**src/rtl/spi_master_trx_chan.sv**
```systemverilog
// SPI master character transceiver: one 1..CHAR_NBITS-bit character per
// valid/ready request, all four CPOL/CPHA modes, MSB/LSB first, NUM_CS chip
// selects with optional hold across characters, loopback and TX-only mode.
module spi_master_trx_chan #(
   parameter int CHAR_NBITS = 32,
   parameter int DIV_WIDTH  = 8,
   parameter int NUM_CS     = 4,
   parameter int LEN_W      = $clog2(CHAR_NBITS),
   parameter int CS_IDX_W   = $clog2(NUM_CS)
) (
   input  logic                  S_SYSCLK,
   input  logic                  S_RESET,
   input  logic                  S_ENABLE,
   input  logic                  S_CPOL,
   input  logic                  S_CPHA,
   input  logic                  S_REV,
   input  logic                  S_TX_ONLY,
   input  logic                  S_LOOP,
   input  logic [LEN_W-1:0]      S_CHAR_LEN,
   input  logic [DIV_WIDTH-1:0]  S_NDIVIDER,
   input  logic [CS_IDX_W-1:0]   S_CS_SEL,
   input  logic                  S_CS_HOLD,
   input  logic                  S_CHAR_VALID,
   output logic                  S_CHAR_READY,
   input  logic [CHAR_NBITS-1:0] S_WCHAR,
   output logic [CHAR_NBITS-1:0] S_RCHAR,
   output logic                  S_RCHAR_VALID,
   output logic                  S_BUSY,
   output logic                  S_SPI_SCK,
   output logic                  S_SPI_MOSI,
   input  logic                  S_SPI_MISO,
   output logic [NUM_CS-1:0]     S_SPI_CS_N
);

   localparam logic [LEN_W-1:0] LEN_MAX = LEN_W'(CHAR_NBITS - 1);

   typedef enum logic [1:0] {ST_IDLE, ST_SETUP, ST_SHIFT, ST_HOLD} state_t;
   state_t state_q, state_d;

   logic                  cpol_q, cpha_q, rev_q, tx_only_q, loop_q, hold_q;
   logic [LEN_W-1:0]      len_q;
   logic [DIV_WIDTH-1:0]  ndiv_q, cnt_q;
   logic [LEN_W:0]        edge_q;
   logic [NUM_CS-1:0]     cs_n_q;
   logic                  sck_q, mosi_q;
   logic [CHAR_NBITS-1:0] tx_sr, rx_sr, rchar_q, rx_final, tx_load;
   logic                  accept, tick, last_edge, sample_en, drive_en;
   logic                  rx_strobe, rx_bit, tx_first, tx_next, ready, busy;

   // One-hot active-low select; an out-of-range index selects nothing.
   function automatic logic [NUM_CS-1:0] cs_decode(input logic [CS_IDX_W-1:0] sel);
      logic [NUM_CS-1:0] r;
      r = '1;
      if (int'(sel) < NUM_CS) r[sel] = 1'b0;
      return r;
   endfunction

   assign tick      = (cnt_q == '0);
   assign last_edge = (edge_q == {len_q, 1'b1});
   // Even edge index is the leading SCK edge, odd is the trailing edge.
   assign sample_en = cpha_q ? edge_q[0] : ~edge_q[0];
   assign drive_en  = cpha_q ? ~edge_q[0] : (edge_q[0] & ~last_edge);
   assign rx_bit    = loop_q ? mosi_q : S_SPI_MISO;
   // MSB-first characters are left-justified so the outgoing bit is always the top bit.
   assign tx_load   = S_REV ? (S_WCHAR << (LEN_MAX - S_CHAR_LEN)) : S_WCHAR;
   assign tx_first  = S_REV ? tx_load[CHAR_NBITS-1] : tx_load[0];
   assign tx_next   = rev_q ? tx_sr[CHAR_NBITS-1] : tx_sr[0];
   // LSB-first bits enter at the top, so right-justify them at the end.
   assign rx_final  = rev_q ? rx_sr : (rx_sr >> (LEN_MAX - len_q));
   assign accept    = (state_q == ST_IDLE) && S_CHAR_VALID && S_ENABLE && !S_RESET;
   assign rx_strobe = (state_q == ST_HOLD) && tick && S_ENABLE && !tx_only_q;

   // State register.
   always_ff @(posedge S_SYSCLK) begin
      if (S_RESET) state_q <= ST_IDLE;
      else         state_q <= state_d;
   end

   // Next-state and handshake decode; disable aborts from any active state.
   always_comb begin
      state_d = state_q;
      ready   = 1'b0;
      busy    = 1'b0;
      case (state_q)
         ST_IDLE: begin
            ready = S_ENABLE && !S_RESET;
            if (accept) state_d = ST_SETUP;
         end
         ST_SETUP: begin
            busy = 1'b1;
            if (tick) state_d = ST_SHIFT;
         end
         ST_SHIFT: begin
            busy = 1'b1;
            if (tick && last_edge) state_d = ST_HOLD;
         end
         ST_HOLD: begin
            busy = 1'b1;
            if (tick) state_d = ST_IDLE;
         end
         default: state_d = ST_IDLE;
      endcase
      if (state_q != ST_IDLE && !S_ENABLE) state_d = ST_IDLE;
   end

   // Control: config latch, divider, edge counter, SCK/MOSI/CS and received character.
   always_ff @(posedge S_SYSCLK) begin
      if (S_RESET) begin
         cpol_q    <= 1'b0;
         cpha_q    <= 1'b0;
         rev_q     <= 1'b0;
         tx_only_q <= 1'b0;
         loop_q    <= 1'b0;
         hold_q    <= 1'b0;
         len_q     <= '0;
         ndiv_q    <= '0;
         cnt_q     <= '0;
         edge_q    <= '0;
         cs_n_q    <= '1;
         sck_q     <= 1'b0;
         mosi_q    <= 1'b1;
         rchar_q   <= '0;
      end else if (state_q == ST_IDLE) begin
         if (accept) begin
            cpol_q    <= S_CPOL;
            cpha_q    <= S_CPHA;
            rev_q     <= S_REV;
            tx_only_q <= S_TX_ONLY;
            loop_q    <= S_LOOP;
            hold_q    <= S_CS_HOLD;
            len_q     <= S_CHAR_LEN;
            ndiv_q    <= S_NDIVIDER;
            cnt_q     <= S_NDIVIDER;
            edge_q    <= '0;
            sck_q     <= S_CPOL;
            cs_n_q    <= cs_decode(S_CS_SEL);
            mosi_q    <= S_CPHA ? 1'b1 : tx_first;
         end else begin
            cnt_q <= '0;
            if (!S_ENABLE) cs_n_q <= '1;
         end
      end else if (!S_ENABLE) begin
         cnt_q  <= '0;
         cs_n_q <= '1;
         sck_q  <= cpol_q;
         mosi_q <= 1'b1;
      end else begin
         cnt_q <= tick ? ndiv_q : cnt_q - DIV_WIDTH'(1);
         if (state_q == ST_SHIFT && tick) begin
            sck_q  <= ~sck_q;
            edge_q <= edge_q + (LEN_W+1)'(1);
            if (drive_en) mosi_q <= tx_next;
         end
         if (state_q == ST_HOLD && tick) begin
            mosi_q <= 1'b1;
            if (!hold_q)   cs_n_q  <= '1;
            if (rx_strobe) rchar_q <= rx_final;
         end
      end
   end

   // Transmit and receive shift registers.
   always_ff @(posedge S_SYSCLK) begin
      if (accept) begin
         rx_sr <= '0;
         tx_sr <= S_CPHA ? tx_load : (S_REV ? (tx_load << 1) : (tx_load >> 1));
      end else if (state_q == ST_SHIFT && tick) begin
         if (sample_en) rx_sr <= rev_q ? {rx_sr[CHAR_NBITS-2:0], rx_bit}
                                       : {rx_bit, rx_sr[CHAR_NBITS-1:1]};
         if (drive_en)  tx_sr <= rev_q ? (tx_sr << 1) : (tx_sr >> 1);
      end
   end

   assign S_CHAR_READY  = ready;
   assign S_BUSY        = busy;
   assign S_RCHAR_VALID = rx_strobe;
   assign S_RCHAR       = rx_strobe ? rx_final : rchar_q;
   assign S_SPI_SCK     = (state_q == ST_IDLE) ? S_CPOL : (loop_q ? cpol_q : sck_q);
   assign S_SPI_MOSI    = (state_q == ST_IDLE || loop_q) ? 1'b1 : mosi_q;
   assign S_SPI_CS_N    = loop_q ? '1 : cs_n_q;

endmodule

```
**config.mk**
```make
export PLATFORM = sky130hd
export DESIGN_NAME = spi_master_trx_chan
export DESIGN_NICKNAME = d
export VERILOG_FILES = /design/src/rtl/spi_master_trx_chan.sv
export SDC_FILE = /design/constraint.sdc
export NUM_CORES = 1
export LEC_CHECK = 0
export CORE_MARGIN = 4
export CORE_UTILIZATION = 45
export CTS_CLUSTER_DIAMETER = 80
export CTS_CLUSTER_SIZE = 25
export DETAILED_ROUTE_END_ITERATION = 16
export SYNTH_ARGS = -nofsm -noshare
export SYNTH_HDL_FRONTEND = slang
export SYNTH_SLANG_ARGS = --single-unit
```
**constraint.sdc**
```tcl
create_clock -name S_SYSCLK -period 6.4 [get_ports S_SYSCLK]
set_input_delay 0.64 -clock S_SYSCLK [delete_from_list [all_inputs] [get_ports S_SYSCLK]]
set_output_delay 0.64 -clock S_SYSCLK [all_outputs]
set_load 0.01 [all_outputs]
```
==> out/results.txt <==
highest clock rate: 0.204 GHz
clock sink total: 137
Total GRT Usage: 26.7%
ys flop type: dfxtp_1
CTS root buf: clkbuf_16
Ports: 99
syn nets: 1387
H-tree levels: 4
worst slew margin relative to its limit: 33.2%
leakage power: 4.43 nW
total negative slack: 0 ns
Worst Path Class, Setup: flop to output pin
area delta synth->final: 13.3%
RePlAce Congestion: 1.03
antenna fix cells: 0
CP startpoint kind: flop
RSZ-0062 raised after global routing: false
post_cts resized: 0
Synth top area share: 18.0%
r2r endpoint: rchar_q[28]
first-pass GRT wire length: 61.2 mm
CP Data Required Time: 5.76 ns
Via density: 6.52
Clk Latency, worst-skew pair: 0.44 ns
hold endpoint: rchar_q[31]
Int Power: 0.00234 W
post-route insts no fill: 1677
Net count, final: 1399
Post-CTS Hold Fix Bufs: 0
maximum clock path buffer count: 2
share of power burned in registers: 33.9%
post-CTS setup buffers: 0
Clk pwr share: 27.1%
number of library cell types mapped by synthesis: 87
synth warn: 0
Final Max Slew Viols: 0
vias: 10939
final hold viol count: 0
Initial Utilization: 46.1%
# DRC: 0
Worst Tran Pin Value: 1.00 ns
cell accounting for the most synthesized area: dfxtp_1
Worst EP arrival: 4.26 ns
Switch Pwr: 0.00158 W
die width: 169 microns
Power Total: 0.00392 W
Post-synth EDFFs: 32
Rows: 58
Final ANT Viol Nets: 0
Tmin final: 4.90 ns
share of cells above drive strength 1: 14.0%
maximum VDD drop: 0.000223 V
clock tree from TritonCTS: built
worst hold start: rchar_q[31]
CP endpoint kind: output pin
GR Overflow Total: 0
die area: 28600 sq um
Power Density: 296 nW/um^2
Min-Delay Path Depth: 2
TritonCTS buffer count: 17
Die Y: 169 microns
#FFs+latches synth: 137
IO Port Bufs: 98
drt total wl: 39.0 mm
max cap viols: 0
clock slew at reported path FFs: 0.07 ns
mean post-synth cell area: 8.83 sq um
setup violators final: 0
switching portion of total power: 40.2%
DRT Pass-1 Iters: 7
Worst Reg2Reg Path Length in Cells: 7
Async SR Flop Fraction: 0%
R2R setup slack: 2.78 ns
worst hold slack: 0.460 ns
outcome: finished clean
Cells after Synth: 1322
Tightest Hold Check Type: flop to flop
detailed placer's ending HPWL: 27.5 mm
Synth area leaders: dfxtp_1 (18%), mux4_2 (12%), mux2i_1 (10%), edfxtp_1 (8.2%), nor2_1 (4.9%)
FF-to-FF Start: cnt_q[2]
largest net degree at the start of global routing: 72
number of global-route vias before repair: 10291
Syn Std Cell Area: 11700 sq um
Routed WL per cell: 23.3 microns
fin crit share: 76.6%
core footprint: 25300 sq um
Logic pwr share: 39.0%
Seq/Total Area, Yosys: 26.2%
Crit Path Max Fanout: 32
initial antenna violation count: 0
DRT iter0 DRCs: 1434
clk_skew: 0.0186 ns
Placed Cells: 1645
-- power by group through the flow --
| stage | clock network (W) | logic [W] | registers, W |
|---|---|---|---|
| global route | 0.00112 | 0.00168 | 0.00135 |
| finish | 0.00106 | 0.00153 | 0.00133 |
| floorplan | 0 | 0.00118 | 0.00118 |
| detailed placement | 0 | 0.00151 | 0.00134 |
| CTS | 0.00107 | 0.00152 | 0.00132 |
| global placement | 0 | 0.00150 | 0.00134 |
-- Yosys cell counts, drive strengths merged, types with 30 or more instances --
library cell / count
a211oi: 68
a21oi: 93
buf: 71
clkbuf: 57
dfxtp: 105
edfxtp: 32
mux2: 44
mux2i: 119
mux4: 65
nand2: 122
nor2: 154
o21ai: 45
o22ai: 30
-- flip-flops by register name (all words and copies together) (netlist names) --
signal and cells:
cpha_q 1, tx_sr 32, hold_q 1, ndiv_q 8, rchar_q 32, cs_n_q 4, mosi_q 1, loop_q 1
rev_q 1, state_q 2, rx_sr 32, sck_q 1, tx_only_q 1, cpol_q 1, edge_q 6, len_q 5
cnt_q 8
-- critical path: stages, from the launching register on --
cell,delay [ns]
dfxtp_1,0.36
nor4_2,0.86
nand4_1,0.62
clkinv_1,0.67
buf_4,0.41
o211ai_1,0.17
o22a_1,0.22
clkdlybuf4s50_1,0.48
-- stage by stage --
stage	util, %	area, sq um	setup WS [ns]
floorplan	-	11700	3.66
global placement	49.8	12600	1.95
detailed placement	49.8	12600	1.91
CTS	52.2	13200	1.52
global route	52.2	13200	1.13
finish	52.2	13200	1.50
-- worst max path at each step --
| stage | depth (start not counted) | startpoint | to | slack [ns] |
|---|---|---|---|---|
| 3_3_place_gp | 8 | S_ENABLE | S_RCHAR[29] | 1.95 |
| 3_5_place_dp | 8 | S_ENABLE | S_RCHAR[29] | 1.91 |
| 5_1_grt | 7 | cnt_q[2] | S_RCHAR[3] | 1.13 |
| 2_1_floorplan | 8 | S_ENABLE | S_RCHAR[11] | 3.66 |
| 4_1_cts | 7 | cnt_q[2] | S_RCHAR[3] | 1.52 |
| 6_report | 7 | cnt_q[2] | S_RCHAR[3] | 1.50 |
-- placed cells by master (no fill, tap or decap), types with 7 or more instances in the layout --
master / instances
a211oi_1: 68
a21oi_1: 92
a221oi_1: 10
a22oi_1: 15
a31oi_1: 21
and2_1: 9
buf_4: 24
clkbuf_16: 18
clkdlybuf4s50_1: 95
dfxtp_1: 102
edfxtp_1: 32
ha_1: 7
inv_1: 12
mux2_2: 38
mux2i_1: 118
mux4_2: 62
nand2_1: 122
nand2b_1: 15
nand3_1: 19
nand3b_1: 8
nor2_1: 152
nor2b_1: 24
nor3_1: 21
o211ai_1: 7
o21ai_0: 44
o221ai_1: 7
o22ai_1: 30
o31ai_1: 11
xor2_1: 9
-- metal layers --
layer	vias to the layer above	wire length, microns	GRT usage [%]
li1	5080	-	-
met1	5266	17000	37.6
met2	506	18100	42.0
met3	87	2690	3.46
met4	0	1280	10.1
met5	-	0	0
-- cells by family (layout without fill, tap and decap cells) --
| group | count (synthesis) | in the layout | synth area share, % |
|---|---|---|---|
| muxes | 228 | 228 | 27.3 |
| adders and majority gates | 7 | 7 | 0.750 |
| xor gates and xnor gates | 14 | 14 | 1.05 |
| and+or+nand+nor | 416 | 416 | 16.7 |
| AOI/OAI and AO/OA | 375 | 375 | 22.0 |
| buffers and inverters | 145 | 170 | 5.98 |
| DFF | 137 | 137 | 26.2 |
-- layout make-up --
cell class | instances | area, sq um
clock buffer | 19 | 458
clock inverter | 13 | 155
fill | 2387 | 12100
inverter | 17 | 63.8
multi-input combinational | 1040 | 7930
sequential | 137 | 3070
tap | 330 | 413
timing repair buffer | 121 | 1140
(Power assumes the default switching activity.)
